**config.mk**
```make
export PLATFORM = sky130hd
export DESIGN_NAME = wb_motores
export DESIGN_NICKNAME = d
export VERILOG_FILES = /design/src/rtl/wb_motores.sv
export SDC_FILE = /design/constraint.sdc
export NUM_CORES = 1
export LEC_CHECK = 0
export ABC_AREA = 1
export BUFFER_PORTS_ARGS = -buffer_cell sky130_fd_sc_hd__buf_4
export CAP_MARGIN = 5
export CORE_ASPECT_RATIO = 1.1
export CORE_MARGIN = 8
export CORE_UTILIZATION = 35
export CTS_CLUSTER_DIAMETER = 100
export DETAILED_ROUTE_END_ITERATION = 16
export PLACE_DENSITY_LB_ADDON = 0.3
export SLEW_MARGIN = 20
export SYNTH_ARGS = -nofsm -noshare
export SYNTH_HDL_FRONTEND = slang
export SYNTH_SLANG_ARGS = --single-unit
```
**constraint.sdc**
```tcl
create_clock -name clk -period 2.4 [get_ports clk]
set_input_delay 0.12 -clock clk [delete_from_list [all_inputs] [get_ports clk]]
set_output_delay 0.12 -clock clk [all_outputs]
set_load 0.02 [all_outputs]
```
**src/rtl/wb_motores.sv**
```systemverilog
// Wishbone B3 classic slave driving NUM_MOT H-bridge pairs with per-channel PWM and direction.
// Optional auto-stop run counter enabled by defining WB_MOTORES_TIMEOUT_EN.
module wb_motores #(
    parameter int NUM_MOT    = 6,
    parameter int DEF_PERIOD = 1000,
    parameter int CNT_W      = 20
) (
    input  logic               clk,
    input  logic               rst,
    input  logic [31:0]        wb_adr_i,
    input  logic [31:0]        wb_dat_i,
    output logic [31:0]        wb_dat_o,
    input  logic               wb_we_i,
    input  logic               wb_cyc_i,
    input  logic               wb_stb_i,
    input  logic [3:0]         wb_sel_i,
    output logic               wb_ack_o,
    output logic [NUM_MOT-1:0] mot_a_o,
    output logic [NUM_MOT-1:0] mot_b_o
);
    localparam int CMP_W = (CNT_W > 16) ? CNT_W : 16;
    localparam logic [CNT_W-1:0] CNT_ONE = CNT_W'(1);
    localparam logic [1:0] MODE_STOP  = 2'b00;
    localparam logic [1:0] MODE_FWD   = 2'b01;
    localparam logic [1:0] MODE_REV   = 2'b10;
    localparam logic [1:0] MODE_BRAKE = 2'b11;

    logic [CNT_W-1:0]   period_q, period_d;
    logic [CNT_W-1:0]   cnt_q, cnt_d;
    logic [NUM_MOT-1:0] enable_q, enable_d;
    logic [1:0]         mode_q [NUM_MOT];
    logic [1:0]         mode_d [NUM_MOT];
    logic [15:0]        duty_q [NUM_MOT];
    logic [15:0]        duty_d [NUM_MOT];
    logic [7:0]         runcnt_q [NUM_MOT];
    logic [7:0]         runcnt_d [NUM_MOT];
    logic               ack_q;
    logic [31:0]        dat_q, dat_d, rd_data;
    logic [NUM_MOT-1:0] mot_a_q, mot_a_d, mot_b_q, mot_b_d;

    logic       access, wr, rd, wrap, pwm;
    logic [5:0] idx;
    logic       unused_bits;

    assign access = wb_cyc_i & wb_stb_i & ~ack_q;
    assign wr     = access & wb_we_i;
    assign rd     = access & ~wb_we_i;
    assign idx    = wb_adr_i[7:2];
    assign wrap   = (period_q != '0) && (cnt_q == period_q - CNT_ONE);

    assign unused_bits = &{1'b0, wb_sel_i, wb_adr_i[31:8], wb_adr_i[1:0], wb_dat_i};

    always_comb begin
        rd_data = '0;
        if (idx == 6'd0) begin
            rd_data = 32'(period_q);
        end else if (idx == 6'd1) begin
            rd_data = 32'(enable_q);
        end else begin
            for (int n = 0; n < NUM_MOT; n++) begin
                if (idx == 6'(n + 2)) begin
                    rd_data = {duty_q[n], runcnt_q[n], 6'b0, mode_q[n]};
                end
            end
        end
    end

    always_comb begin
        period_d = period_q;
        enable_d = enable_q;
        dat_d    = dat_q;
        cnt_d    = cnt_q + CNT_ONE;
        mot_a_d  = '0;
        mot_b_d  = '0;
        pwm      = 1'b0;

        if (wr && idx == 6'd0) period_d = wb_dat_i[CNT_W-1:0];
        if (wr && idx == 6'd1) enable_d = wb_dat_i[NUM_MOT-1:0];
        if (rd) dat_d = rd_data;

        // A PERIOD write restarts the PWM cycle from zero.
        if (period_q == '0 || wrap || (wr && idx == 6'd0)) cnt_d = '0;

        for (int n = 0; n < NUM_MOT; n++) begin
            mode_d[n]   = mode_q[n];
            duty_d[n]   = duty_q[n];
            runcnt_d[n] = runcnt_q[n];
`ifdef WB_MOTORES_TIMEOUT_EN
            if (wrap && runcnt_q[n] != 8'd0 &&
                (mode_q[n] == MODE_FWD || mode_q[n] == MODE_REV)) begin
                runcnt_d[n] = runcnt_q[n] - 8'd1;
                if (runcnt_q[n] == 8'd1) mode_d[n] = MODE_STOP;
            end
`endif
            // Bus write placed after the decrement so it takes priority.
            if (wr && idx == 6'(n + 2)) begin
                mode_d[n] = wb_dat_i[1:0];
                duty_d[n] = wb_dat_i[31:16];
`ifdef WB_MOTORES_TIMEOUT_EN
                runcnt_d[n] = wb_dat_i[15:8];
`endif
            end

            pwm = enable_q[n] && (period_q != '0) &&
                  (CMP_W'(cnt_q) < CMP_W'(duty_q[n]));
            case (mode_q[n])
                MODE_FWD:   mot_a_d[n] = pwm;
                MODE_REV:   mot_b_d[n] = pwm;
                MODE_BRAKE: begin
                    mot_a_d[n] = 1'b1;
                    mot_b_d[n] = 1'b1;
                end
                default: ;
            endcase
        end
    end

    always_ff @(posedge clk) begin
        if (rst) begin
            period_q <= CNT_W'(DEF_PERIOD);
            cnt_q    <= '0;
            enable_q <= '0;
            ack_q    <= 1'b0;
            dat_q    <= '0;
            mot_a_q  <= '0;
            mot_b_q  <= '0;
            for (int n = 0; n < NUM_MOT; n++) begin
                mode_q[n]   <= '0;
                duty_q[n]   <= '0;
                runcnt_q[n] <= '0;
            end
        end else begin
            period_q <= period_d;
            cnt_q    <= cnt_d;
            enable_q <= enable_d;
            ack_q    <= access;
            dat_q    <= dat_d;
            mot_a_q  <= mot_a_d;
            mot_b_q  <= mot_b_d;
            for (int n = 0; n < NUM_MOT; n++) begin
                mode_q[n]   <= mode_d[n];
                duty_q[n]   <= duty_d[n];
                runcnt_q[n] <= runcnt_d[n];
            end
        end
    end

    assign wb_ack_o = ack_q;
    assign wb_dat_o = dat_q;
    assign mot_a_o  = mot_a_q;
    assign mot_b_o  = mot_b_q;
endmodule

```
### Word level (Yosys, flattened, before mapping)

Memories as Yosys holds them, arrays and structs flattened.
Index checks and enable logic that the tools add are counted.

| word-level totals | value |
|---|---|
| register bits | 91 |
| input port bits | 73 |
| output and inout bits | 45 |
| word-level logic and storage cells | 148 |
| memories kept | 3 |
| RAM bits | 156 |

Memory list:

| name | words | width | rd ports | clocked after memory_dff | write ports | RTL line | RTL |
|---|---|---|---|---|---|---|---|
| duty_q | 6 | 16 | 6 | 0 | 6 | 33 | `logic [15:0] duty_q [NUM_MOT];` |
| runcnt_q | 6 | 8 | 6 | 0 | 6 | 35 | `logic [7:0] runcnt_q [NUM_MOT];` |
| mode_q | 6 | 2 | 6 | 0 | 6 | 31 | `logic [1:0] mode_q [NUM_MOT];` |

| operators by class | value |
|---|---|
| bitwise gates (word level) | 24 |
| reduce and logical (&&, ||, !) cells | 27 |
| muxes and demuxes | 53 |
| equality and inequality tests | 26 |
| add/sub/neg operators | 2 |
| order comparisons | 6 |

Operator list:

| kind | number |
|---|---|
| 32-bit 2-to-1 mux | 8 |
| 16-bit 2-to-1 mux | 12 |
| 20-bit by 16-bit < comparator with 1-bit output | 6 |
| 8-bit 2-to-1 mux | 6 |
| 2-bit equality test, second input constant | 12 |
| 6-bit by 3-bit equality test with 1-bit output, second input constant | 4 |
| 2-bit 2-to-1 mux | 12 |
| 1-bit case mux with 2 select lines | 12 |
| 1-bit logical AND | 21 |
| 20-bit by 1-bit adder with 20-bit output, second input constant | 1 |
| 20-bit equality test | 1 |
| 20-bit zero test | 1 |
| 20-bit nonzero test | 1 |
| 20-bit by 1-bit subtractor with 20-bit output, second input constant | 1 |
| 1-bit bitwise OR | 18 |
| 2-bit by 1-bit equality test with 1-bit output, second input constant | 6 |
| 6-bit by 2-bit equality test with 1-bit output, second input constant | 2 |
| 6-bit by 1-bit equality test with 1-bit output, second input constant | 1 |
| 6-bit zero test | 1 |
| 1-bit AND | 4 |
| 1-bit 2-to-1 mux | 3 |
| 1-bit logical OR | 2 |
| 1-bit NOT | 2 |
| 2-bit OR reduction | 1 |

### Depth between registers and ports, before layout

| logic depth | value |
|---|---|
| word-level depth | 9 |
| depth in mapped cells | 17 |
| depth with buffers taken out | 15 |

### Worst setup path before layout

Ideal clock, no wire load.

| timing path | value |
|---|---|
| path type | register -> register |
| start point | reg period_q[0] |
| end point | reg cnt_q[0] |
| period minus slack after synthesis | 1.886 ns |
| data required time | 2.284 ns |
| buffers on the path | 2 |
| setup time | 0.116 ns |
| stages on the path, launching flop included | 17 |
| data arrival time | 1.771 ns |
| setup slack | 0.514 ns |
| cell sequence | dfxtp_1 -> inv_2 -> ha_1 -> buf_2 -> inv_1 -> nand2_1 -> nand3_1 -> nand3_1 -> nor2_1 -> nand3_1 -> nor2_1 -> nand3_1 -> nor2_1 -> nand2_1 -> nand2_2 -> buf_6 -> nor2_1 |

| on the way | value |
|---|---|
| longest elaborated chain between the ends | 6 |
| elaborated cells between the ends (all ways) | 8 |
| classes of those cells | 1 x add/sub; 1 x eq/ne; 6 x reduce/logical |

Ends and longest elaborated chain:

| element | RTL line | RTL |
|---|---|---|
| start: declaration | 28 | `logic [CNT_W-1:0] period_q, period_d;` |
| start signal: assignment | 120 | `period_q <= CNT_W'(DEF_PERIOD);` |
| start signal: assignment | 133 | `period_q <= period_d;` |
| 20-bit by 1-bit subtractor with 20-bit output | 49 | `assign wrap = (period_q != '0) && (cnt_q == period_q - CNT_ONE);` |
| 20-bit equality test | 49 |  |
| 1-bit logical AND | 49 |  |
| 1-bit logical OR * (2 in a row) | 82 | `if (period_q == '0 \|\| wrap \|\| (wr && idx == 6'd0)) cnt_d = '0;` |
| 2-bit OR reduction (no source line) * | - |  |
| end signal: assignment | 134 | `cnt_q <= cnt_d;` |
| end: declaration | 29 | `logic [CNT_W-1:0] cnt_q, cnt_d;` |

Every way passes the cells marked *; elsewhere a longest branch is shown, timed or not.
A chain may end at the register's enable or synchronous reset.

### Final worst setup path

| timing path | value |
|---|---|
| start point | reg cnt_q[6] |
| end point | reg mot_a_q[3], in the netlist mot_a_o[3] |

| on the way | value |
|---|---|
| longest elaborated chain between the ends | 3 |

Ends and longest elaborated chain:

| element | RTL line | RTL |
|---|---|---|
| 20-bit by 16-bit < comparator with 1-bit output | 105 | `(CMP_W'(cnt_q) < CMP_W'(duty_q[n]));` |
| 1-bit logical AND | 104 | `pwm = enable_q[n] && (period_q != '0) &&` |
| 1-bit case mux with 2 select lines | 106 | `case (mode_q[n])` |
| end signal: assignment | 138 | `mot_a_q <= mot_a_d;` |
| end: declaration | 39 | `logic [NUM_MOT-1:0] mot_a_q, mot_a_d, mot_b_q, mot_b_d;` |

Every way passes these cells.

==> flow_summary.yaml <==
synthesis:
  yosysSeqAreaShare_pct: 36.93
  synth_nets: 1664
  ys_types: 38
  ys.flop_type: "dfxtp_1"
  syn_inst: 1499
  synth_area_um2: 10790
  syn_avg_cell_area_um2: 7.196
  yosysWarnings: 0
  async_reset_ff_share_pct: 0
  synth_edf_count: 0
  ys_ff_latch: 199
worst_setup_path:
  arrival_ns: 2.50
  ff2ff_path_depth: 10
  worst_setup_path_start_kind: "flip-flop"
  cp_max_fo: 8
  cp.required_ns: 2.73
  critPathKind: "flip-flop to flip-flop"
  endpoint_kind: "flip-flop"
  r2r_slack_ns: 0.23
layout:
  fin_area_um2: 12870
  stdcell_count: 2043
  final_net_count: 1781
  final_cell_mix: "231 x nand2_1, 221 x a21oi_1, 201 x inv_1"
  final_util_pct: 42.28
  areaGrowthSynthToFinish_pct: 19.28
  n_antenna_cell: 0
  multi_input_area_um2: 5763
  drive_above_1_share_pct: 12.58
  nFillCells: 3153
  layout_commonest_cell: "nand2_1"
  area.sequential_um2: 3984
clock_tree:
  ctsLongestPathBuffers: 2
  insertion_delay_ns: 0.45
  clk_pin_slew_ns: 0.08
  cts-buffers-inserted: 17
  cts.sinks: 199
  htree_levels: 4
  ctsRootBufferMaster: "clkbuf_16"
  cts_tree: "yes"
placement:
  gp_routability_congestion: 0.9800
  dpl-instance-area_um2: 12130
  place.port_buffers: 87
  dp_hpwl_mm: 26.37
  dp.cells: 1994
hold_path:
  hold_path_class: "input port to flip-flop"
  hold_depth: 3
global_route:
  first_global_vias: 9796
  grtUsageTotal_pct: 18.84
  grt_pass1_wl_mm: 54.68
  grt_overflow: 0
  gr-usage-met1_pct: 22.95
  top_usage_layer: "met2"
  use_met3_pct: 2.571
  grt_max_degree: 97
  antenna_found_initial: 0
  grt_util_met2_pct: 32.86
drt:
  wire_per_inst_um: 17.02
  dr.pass1.iters: 5
  vias: 10246
  via_per_inst: 5.015
  ant_nets: 0
  finalWirelength_mm: 34.76
  drt_iter0_drc: 752
  drc_errors: 0
timing:
  rsz0062_at_grt: "no"
  fin_worst_skew_ns: 0.01434
  min_period_ns: 2.169
  min_period_over_period_pct: 90.37
  setup_tns_ns: 0
  tightest_slew_ns: 0.6842
  slew_headroom_pct: 54.32
  final-max-slew-violation-count: 0
  fmax_ghz: 0.4611
  final_hold_viol_count: 0
  finalSetupViolations: 0
die:
  core_um2: 30430
  die_area_um2: 36700
  die_y_um: 200.1
  die_w_um: 183.4
  start_util_pct: 35.45
  pin_count: 118
  num_rows: 67
power_and_ir_drop:
  power_switching_share_pct: 25.16
  power_frac_seq_pct: 50.2
  p_comb_share_pct: 6.7
  p_total_mw: 6.624
  internal_power_mw: 4.957
  p_switching_mw: 1.666
  ir_drop_v: 0.0004711
  p_per_area_nw_per_um2: 514.8
  leakage_nw: 5.312
  clock_power_share_pct: 43.1
run:
  drv_cap: 0
status:
  status: "complete, no violations"
## cell families (layout without fill, tap and decap cells)
group | Yosys count | after routing | share of synthesized area, %
and+or+nand+nor | 464 | 464 | 18.62
AOI/OAI and AO/OA | 446 | 446 | 21.80
buffers and inverters | 271 | 401 | 9.662
DFF | 199 | 199 | 36.93
adders and majority gates | 92 | 92 | 10.67
xor gates and xnor gates | 27 | 27 | 2.320
## synthesized netlist by cell type, types with 4 or more instances
cell type | n | share of area [%]
clkbuf_1 | 48 | 1.7
inv_1 | 202 | 7.0
nor3_1 | 26 | 1.2
a21oi_1 | 221 | 10
ha_1 | 92 | 11
xor2_1 | 18 | 1.5
o211ai_1 | 17 | 1.2
nand4_1 | 14 | 0.81
nor2_1 | 106 | 3.7
o22ai_1 | 24 | 1.4
nor2_2 | 14 | 0.81
nor2_4 | 4 | 0.42
inv_2 | 8 | 0.28
dfxtp_1 | 199 | 37
buf_2 | 7 | 0.32
xnor2_1 | 8 | 0.65
a211oi_1 | 9 | 0.63
nand3_1 | 55 | 2.6
nand2_1 | 231 | 8.0
o21ai_0 | 166 | 7.7
## cell type report
| class | instances | area share [%] |
|---|---|---|
| well taps | 414 | 4.026 |
| repair buffers | 156 | 9.628 |
| flip-flops and latches | 199 | 30.96 |
| inverters | 213 | 6.224 |
| clock buffers | 20 | 3.472 |
| clock inverters | 12 | 0.8947 |
| multi-input cells | 1029 | 44.79 |
## per-stage QoR
| stage | setup slack (ns) | hold slack (ns) |
|---|---|---|
| after floorplan | 0.5136 | 0.2464 |
| after global placement | 0.2400 | 0.3441 |
| after detailed placement | 0.2168 | 0.3513 |
| after CTS | 0.1871 | 0.009172 |
| after global routing | 0.06011 | 0.01871 |
| final | 0.2311 | 0.005511 |
## power groups by stage
stage	Sequential [mW]	Clock [mW]	Combinational [mW]
3_3_place_gp	3.40	0	0.415
5_1_grt	3.33	3.04	0.492
6_report	3.33	2.85	0.445
2_1_floorplan	3.41	0	0.206
3_5_place_dp	3.40	0	0.420
4_1_cts	3.33	2.91	0.444
## sequential cells by signal (all words and copies together) (netlist names)
register	cells
period_q	20
mot_b_o	6
mot_a_o	6
mode_q	12
duty_q	96
cnt_q	20
wb_dat_o	32
wb_ack_o	1
enable_q	6
## worst max-delay path, cell delays in order (launching register included)
cell and delay [ns]:
dfxtp_1 0.67, ha_1 0.33, nand2_1 0.07, inv_1 0.04, nand3_1 0.11, a21oi_1 0.10, o21ai_0 0.17, nand2_1 0.10
nand2_1 0.08, nand2_1 0.11, a21oi_1 0.27
## path summary, 6_finish.rpt
path                                   start      endpoint
worst max-delay path                cnt_q[6]    mot_a_o[3]
worst min-delay path            wb_dat_i[24]  duty_q[3][8]
worst max register to register      cnt_q[6]    mot_a_o[3]
worst min register to register  mode_q[0][1]    mot_b_o[0]
## metal layers
layer  part of all wire, %  wire [um]
met4                   3.3       1141
met3                   4.6       1589
met1                    43      14840
met5                     0          0
met2                    49      17190
## repair_timing
action | CTS | global route
setup buffers | 0 | 0
setup endpoints to repair | 0 | 18
resized for setup | 0 | 1
hold endpoints to repair | 19 | 0
hold buffers | 17 | 0
Power figures use the tool's default switching activity.
